### src/rtl/rv_ctrl_pkg.sv
// Shared types and constants for the multi-cycle RV sequencer.
package rv_ctrl_pkg;

  localparam int STATE_W         = 3;
  localparam int WAIT_CNT_W      = 16;
  localparam int TIMEOUT_DEFAULT = 255;

  typedef enum logic [STATE_W-1:0] {
    ST_FETCH  = 3'd0,
    ST_DECODE = 3'd1,
    ST_EXEC   = 3'd2,
    ST_MEM    = 3'd3,
    ST_WB     = 3'd4,
    ST_HALT   = 3'd5,
    ST_ERR    = 3'd6
  } state_e;

endpackage

### src/rtl/rv_wait_timer.sv
// Memory-response wait counter shared by the FETCH and MEM states.
module rv_wait_timer
  import rv_ctrl_pkg::*;
#(
  parameter int TIMEOUT = TIMEOUT_DEFAULT
) (
  input  logic clk,
  input  logic rst,
  input  logic clr_i,
  input  logic en_i,
  output logic expire_o
);

  localparam logic [WAIT_CNT_W-1:0] LIMIT = WAIT_CNT_W'(TIMEOUT);

  logic [WAIT_CNT_W-1:0] cnt_q;
  logic [WAIT_CNT_W-1:0] cnt_d;
  logic [WAIT_CNT_W-1:0] cnt_inc;

  // The count never exceeds TIMEOUT-1, so the increment cannot overflow 16 bits.
  assign cnt_inc  = cnt_q + WAIT_CNT_W'(1);
  assign expire_o = en_i & (cnt_inc == LIMIT);

  always_comb begin
    cnt_d = cnt_q;
    if (clr_i) begin
      cnt_d = '0;
    end else if (en_i) begin
      cnt_d = cnt_inc;
    end
  end

  always_ff @(posedge clk or posedge rst) begin
    if (rst) begin
      cnt_q <= '0;
    end else begin
      cnt_q <= cnt_d;
    end
  end

endmodule

### src/rtl/rv_multicycle_ctrl.sv
// Multi-cycle IF/ID/EX/MEM/WB sequencer with retire counting, ebreak halt
// and memory-response timeout trapping.
module rv_multicycle_ctrl
  import rv_ctrl_pkg::*;
#(
  parameter int WIDTH   = 32,
  parameter int TIMEOUT = TIMEOUT_DEFAULT
) (
  input  logic               clk,
  input  logic               rst,
  input  logic               stall,
  output logic               inst_req,
  input  logic               inst_valid,
  input  logic               is_load,
  input  logic               is_store,
  input  logic               is_ebreak,
  input  logic               rd_wen_dec,
  output logic               data_req,
  output logic               data_we,
  input  logic               data_valid,
  output logic               ir_we,
  output logic               pc_we,
  output logic               rf_we,
  output logic               retire,
  output logic [WIDTH-1:0]   instret,
  output logic               halt,
  output logic               timeout_err,
  output logic [STATE_W-1:0] state
);

  state_e             state_q;
  state_e             state_d;
  logic [WIDTH-1:0]   instret_q;
  logic               halt_q;
  logic               terr_q;
  logic               in_fetch;
  logic               in_mem;
  logic               in_wb;
  logic               wait_en;
  logic               wait_clr;
  logic               expire;

  assign in_fetch = (state_q == ST_FETCH);
  assign in_mem   = (state_q == ST_MEM);
  assign in_wb    = (state_q == ST_WB);

  // Every combinational output is forced low while reset is asserted.
  assign inst_req = ~rst & in_fetch & ~stall;
  assign ir_we    = inst_req & inst_valid;
  assign data_req = ~rst & in_mem;
  assign data_we  = data_req & is_store & ~is_load;
  assign pc_we    = ~rst & in_wb;
  assign retire   = pc_we;
  assign rf_we    = pc_we & rd_wen_dec & ~is_store;

  assign instret     = instret_q;
  assign halt        = halt_q;
  assign timeout_err = terr_q;
  assign state       = state_q;

  // A stalled FETCH neither counts nor clears, so the count survives a debug pause.
  assign wait_en  = (inst_req & ~inst_valid) | (data_req & ~data_valid);
  assign wait_clr = (state_d != state_q);

  rv_wait_timer #(
    .TIMEOUT (TIMEOUT)
  ) u_wait_timer (
    .clk      (clk),
    .rst      (rst),
    .clr_i    (wait_clr),
    .en_i     (wait_en),
    .expire_o (expire)
  );

  always_comb begin
    state_d = state_q;
    case (state_q)
      ST_FETCH: begin
        if (inst_req && inst_valid) begin
          state_d = ST_DECODE;
        end else if (expire) begin
          state_d = ST_ERR;
        end
      end
      ST_DECODE: state_d = ST_EXEC;
      ST_EXEC: begin
        if (is_ebreak) begin
          state_d = ST_HALT;
        end else if (is_load || is_store) begin
          state_d = ST_MEM;
        end else begin
          state_d = ST_WB;
        end
      end
      ST_MEM: begin
        if (data_valid) begin
          state_d = ST_WB;
        end else if (expire) begin
          state_d = ST_ERR;
        end
      end
      ST_WB:   state_d = ST_FETCH;
      ST_HALT: state_d = ST_HALT;
      ST_ERR:  state_d = ST_ERR;
      default: state_d = ST_ERR;
    endcase
  end

  always_ff @(posedge clk or posedge rst) begin
    if (rst) begin
      state_q   <= ST_FETCH;
      instret_q <= '0;
      halt_q    <= 1'b0;
      terr_q    <= 1'b0;
    end else begin
      state_q <= state_d;
      if (in_wb) begin
        instret_q <= instret_q + WIDTH'(1);
      end
      if (state_d == ST_HALT) begin
        halt_q <= 1'b1;
      end
      if (state_d == ST_ERR) begin
        terr_q <= 1'b1;
      end
    end
  end

endmodule

### config.mk
export PLATFORM = sky130hd
export DESIGN_NAME = rv_multicycle_ctrl
export DESIGN_NICKNAME = d
export VERILOG_FILES = /design/src/rtl/rv_ctrl_pkg.sv /design/src/rtl/rv_wait_timer.sv /design/src/rtl/rv_multicycle_ctrl.sv
export SDC_FILE = /design/constraint.sdc
export NUM_CORES = 1
export LEC_CHECK = 0
export BUFFER_PORTS_ARGS = -buffer_cell sky130_fd_sc_hd__buf_4
export CAP_MARGIN = 25
export CORE_ASPECT_RATIO = 0.75
export CORE_MARGIN = 1.5
export CORE_UTILIZATION = 30
export CTS_BUF_LIST = sky130_fd_sc_hd__clkbuf_4
export CTS_CLUSTER_DIAMETER = 60
export DETAILED_ROUTE_END_ITERATION = 8
export SETUP_SLACK_MARGIN = 0.4
export SLEW_MARGIN = 20
export SYNTH_ARGS = -nofsm -noshare
export SYNTH_HDL_FRONTEND = slang
export SYNTH_SLANG_ARGS = --single-unit
### constraint.sdc
create_clock -name clk -period 2.9 [get_ports clk]
set_input_delay 0.29 -clock clk [delete_from_list [all_inputs] [get_ports clk]]
set_output_delay 0.29 -clock clk [all_outputs]
set_load 0.03 [all_outputs]
Word-level counts from Yosys, hierarchy flattened
Cells that the tools add are included. Widths: inputs -> output; s select.

Input bits: 9. Register bits: 53. Output and inout bits: 44. Logic and storage cells: 47.

Equality and inequality tests: 9. Bitwise gates (word level): 19. Reduce and logical (&&, ||, !) cells: 4. Add/subtract/negate cells: 2. Muxes and demuxes: 8.

Operators by type and width (number): $add 32x1->32 const B (1); $mux 16 (2); $pmux 3 s6 (1); $add 16x1->16 const B (1); $eq 16x8->1 const B (1); $mux 3 (5); $and 1x1->1 (12); $eq 3x3->1 const B (4); $eq 3x2->1 const B (2); $not 1->1 (6); $eq 3x1->1 const B (1); $logic_not 3->1 (1); $ne 3x3->1 (1); $reduce_bool 2->1 (1); $logic_and 1x1->1 (1); $logic_or 1x1->1 (1); $or 1x1->1 (1).

Logic depth before layout (Yosys ltp)
Word-level depth: 11. Gate-level depth with buffers: 9. Depth with buffers taken out: 7.

Cells and area by module
Synthesis repeated with hierarchy kept, for this count alone.

Cell total of the unflattened synthesis: 289. Area, all modules: 2925.3 um^2.

Modules (own cells, without submodules): rv_multicycle_ctrl (area each 1869.3 um^2, cells an instance 172, seq. area each 925.9 um^2, instances 1); rv_wait_timer (area each 1056.0 um^2, cells an instance 117, seq. area each 400.4 um^2, instances 1).

Worst setup path after synthesis
OpenSTA, ideal clock, no wires.

Path type: register to output. Start point: register state_q[2] (netlist: state[2]). End point: output data_we. Stages on the path, launching flop included: 4. Arrival: 2.119 ns. Data required time: 2.610 ns. Path buffers: 1. Path slack: 0.491 ns. Path through: dfrtp_1 > clkbuf_1 > or2_2 > nor4b_1.

Longest elaborated chain between the ends: 4.

RTL lines: from (decl) (line rv_multicycle_ctrl.sv:31) `state_e state_q;`; from (signal assigned) (line rv_multicycle_ctrl.sv:116) `state_q <= state_d;`; $eq 3x2->1 (line rv_multicycle_ctrl.sv:44) `assign in_mem = (state_q == ST_MEM);`; $and 1x1->1 (line rv_multicycle_ctrl.sv:50) `assign data_req = ~rst & in_mem;`; $and 1x1->1 (2 in a row) (line rv_multicycle_ctrl.sv:51) `assign data_we = data_req & is_store & ~is_load;`; to (decl) (line rv_multicycle_ctrl.sv:19) `output logic data_we,`.

Every way passes these cells.

Worst setup path in the final report
Start point: register state_q[0] (netlist: state[0]). End point: register instret_q[29] (netlist: instret[29]).

Longest elaborated chain between the ends: 1.

RTL lines: $eq 3x3->1 (line rv_multicycle_ctrl.sv:45) `assign in_wb = (state_q == ST_WB);`; to (signal assigned) (line rv_multicycle_ctrl.sv:118) `instret_q <= instret_q + WIDTH'(1);`; to (decl) (line rv_multicycle_ctrl.sv:33) `logic [WIDTH-1:0] instret_q;`.

Every way passes these cells. A chain may end at the register's enable or synchronous reset.

==> summary.md <==
| Metric | Value |
|---|---|
| Status | `finished, final reports clean` |
| Die area | `11,200 um2` |
| WL final | `7590 um` |
| Final setup TNS | `0 ps` |
| Post-synth top area share | `41.7%` |
| Crit Path Category | `flop to flop` |
| Layout area overhead | `19.7%` |
| Reg clk slew, reported paths | `150 ps` |
| CTS sink cnt | `53` |
| Number of flops mapped to enable cells by yosys | `0` |
| Max IR drop VDD | `201 uV` |
| Seq/Total Area, Yosys | `41.7%` |
| Die Y | `92.2 um` |
| Syn_area_per_cell | `10.3 um2` |
| R2R setup slack | `570 ps` |
| Initial antenna violation count | `0` |
| Syn. warnings | `0` |
| Largest family of logic cells by synthesized area | `simple AND/OR/NAND/NOR gates` |
| DR vias | `2,531` |
| Grt ovf | `0` |
| Drt wl/cell | `15.3 um` |
| RSZ-0062 raised after global routing | `no` |
| Design Power | `2000 uW` |
| PwrDens | `524 nW/um2` |
| Fillers | `1,052` |
| Initial core utilization | `30.9%` |
| First-pass GRT wire length | `12,500 um` |
| Site Rows | `32` |
| Fin. max-slew vios | `0` |
| Crit start category | `flop` |
| Vias in the first global route | `2,384` |
| Clk root buf | `clkbuf_4` |
| Synth Area in Compound Gates | `13.1%` |
| Synth Register Bits | `53` |
| Required @ worst endpoint | `3180 ps` |
| Reg-to-reg critical path endpoint | `instret[29]` |
| Largest fanout on the critical path | `12` |
| F_max | `430 MHz` |
| Drt initial violations | `153` |
| Residual DRC | `0` |
| Diode count | `0` |
| Core Region | `10,300 um2` |
| Cell breakdown of the critical path | `and4bb_1, and4_1, nand3_1, nor3_2, nand4_1, xnor2_1` |
| WP data arrival | `2600 ps` |
| Async SR Flop Fraction | `100%` |
| # nets final | `373` |
| Static Leak | `0.00160 uW` |
| Post-DRT Antenna Nets | `0` |
| Hold Path Class | `primary input to asynchronous set/reset pin` |
| Largest net degree at the start of global routing | `34` |
| Max_slew headroom | `44.0%` |
| CTS Buf Count | `5` |
| Gp weighted congestion | `0.831` |
| Min Tclk post-route | `2330 ps` |
| Worst reg2reg path depth | `6` |
| TritonCTS clock tree | `built` |
| WP buf/inv | `0` |
| Skew-Pair Late Insertion Delay | `390 ps` |
| Clk_skew | `15.5 ps` |
| Proportion of layout cells with a drive suffix above 1 | `29.6%` |
| Post-CTS Hold Buffers | `0` |
| I/O pin cnt | `53` |
| Hold Fails Final Rpt | `0` |
| Synth cell types | `63` |
| Area leader, netlist | `dfrtp_1` |
| Post-route core utilization | `37.0%` |
| H-tree level count | `2` |
| Drt first pass iters | `4` |
| Worst Tran Pin Value | `841 ps` |
| Synth area leaders | `dfrtp_1 42%, xnor2_1 9.1%, a221oi_2 4.7%, xor2_1 4.1%, nand3_1 3.6%` |
| Worst r2r src | `state[0]` |
| Post-DR vias/cell | `5.09` |
| Syn_nets | `321` |
| Clock buffer depth | `2` |
| PortBufs | `52` |
| Max cap viols | `0` |
| Mapped Area | `3180 um2` |
| Final period util | `80.3%` |
| Post-synthesis simple-gate area fraction | `25.9%` |
| Area share of fa/ha/maj cells after synthesis | `1.18%` |
| Mux contribution to synthesized area | `0.669%` |
| Width of the die | `122 um` |
| Main synth FF type | `dfrtp_1` |
| Gr usage total | `13.9%` |
| Cells after Synth | `309` |
| Slowest Stage Delay on Critical Path | `540 ps` |
| Worst setup EP type | `flop` |
| Slowest cell on crit path | `dfrtp_1` |
| Dpl hpwl | `5470 um` |
| Final setup viols | `0` |
| XOR/XNOR Fraction of Synth Area | `13.2%` |
| Crit-path leading delay family | `simple AND/OR/NAND/NOR gates` |
[routing by layer]
| metal | up-vias | GRT usage, % | share of wire, % |
|---|---|---|---|
| met4 | 0 | 3.24 | 1.0 |
| met2 | 50 | 20.6 | 42 |
| li1 | 1231 | - | - |
| met5 | - | 0 | 0 |
| met1 | 1242 | 21.0 | 53 |
| met3 | 8 | 2.43 | 4.3 |
[synth_stat cells, types with 7 or more instances]
cell	number
dfrtp_1	53
nand4_1	13
nand3_1	23
a221oi_2	10
xnor2_1	33
inv_1	7
xor2_1	15
buf_2	7
nand2_1	23
and3_1	10
and4_1	7
nor2_1	18
[cell families (layout without fill, tap and decap cells)]
logic type	count (synthesis)	after routing
AOI/OAI and AO/OA	41	41
buffers and inverters	26	78
adders and majority gates	3	3
muxes	2	2
and+or+nand+nor	136	136
DFF	53	53
xor gates and xnor gates	48	48
[worst max path at each step]
stage / startpoint / endpoint / slack, ps / depth (start not counted)
after floorplan: state[2] / data_we / 490 / 3
after global placement: u_wait_timer.cnt_q[1] / u_wait_timer.cnt_q[12] / 390 / 8
after detailed placement: u_wait_timer.cnt_q[1] / u_wait_timer.cnt_q[15] / 290 / 8
after CTS: u_wait_timer.cnt_q[1] / u_wait_timer.cnt_q[11] / 430 / 8
after global routing: u_wait_timer.cnt_q[7] / u_wait_timer.cnt_q[11] / 410 / 7
final: state[0] / instret[29] / 570 / 6
[state kept, by name, indices dropped and copies added (netlist names)]
register	cells
halt	1
timeout_err	1
state	3
u_wait_timer.cnt_q	16
instret	32
[report_power, final]
part | leakage, uW | switching (uW) | internal [uW]
Sequential | 0.000716 | 108 | 798
Clock | 0.0000292 | 232 | 98.0
Combinational | 0.000855 | 488 | 273
Total | 0.00160 | 828 | 1170
[layout make-up]
type	instances	area, um2	share of cell area (%)
well taps	136	170	4.47
clock buffers	6	45.0	1.18
flip-flops and latches	53	1330	34.9
multi-input cells	230	1740	45.6
inverters	8	30.0	0.788
repair buffers	63	493	12.9
clock inverters	1	3.75	0.0986
[cells in the final DEF, fill, tap and decap left out, drive strengths merged, types with 2 or more instances in the layout]
| cell type | netlist | routed |
|---|---|---|
| dfrtp | 53 | 53 |
| nor3b | 2 | 2 |
| nor4b | 2 | 2 |
| o211ai | 2 | 2 |
| clkbuf | 6 | 6 |
| inv | 8 | 8 |
| a221oi | 16 | 16 |
| o21ai | 4 | 4 |
| nor2b | 2 | 2 |
| nand2 | 24 | 24 |
| nand3b | 2 | 2 |
| and3b | 2 | 2 |
| xor2 | 15 | 15 |
| buf | 12 | 63 |
| and4 | 7 | 7 |
| nand4 | 14 | 14 |
| ha | 3 | 3 |
| nor4 | 5 | 5 |
| nor3 | 7 | 7 |
| or2 | 5 | 5 |
| and3 | 11 | 11 |
| nand3 | 26 | 26 |
| xnor2 | 33 | 33 |
| nor2 | 18 | 18 |
| nand2b | 2 | 2 |
| o31ai | 4 | 4 |
| a21oi | 5 | 5 |
[timing repair]
action                                  CTS  global route
cloned                                    0             0
setup buffers                             0             2
pin swaps                                 1             1
gates resized for setup                   2             5
endpoints found under the setup margin   16            17
[per-stage QoR]
stage          instance area (um2)  hold slack, ps  std cells  worst slack [ps]
2_1_floorplan                 3180             592        309               491
4_1_cts                       3770            42.6        495               426
3_5_place_dp                  3720             459        488               291
5_1_grt                       3810            80.6        497               410
6_report                      3810            31.2        497               572
3_3_place_gp                  3720             458        488               387
Note: power is estimated with default switching activity, not from simulation.
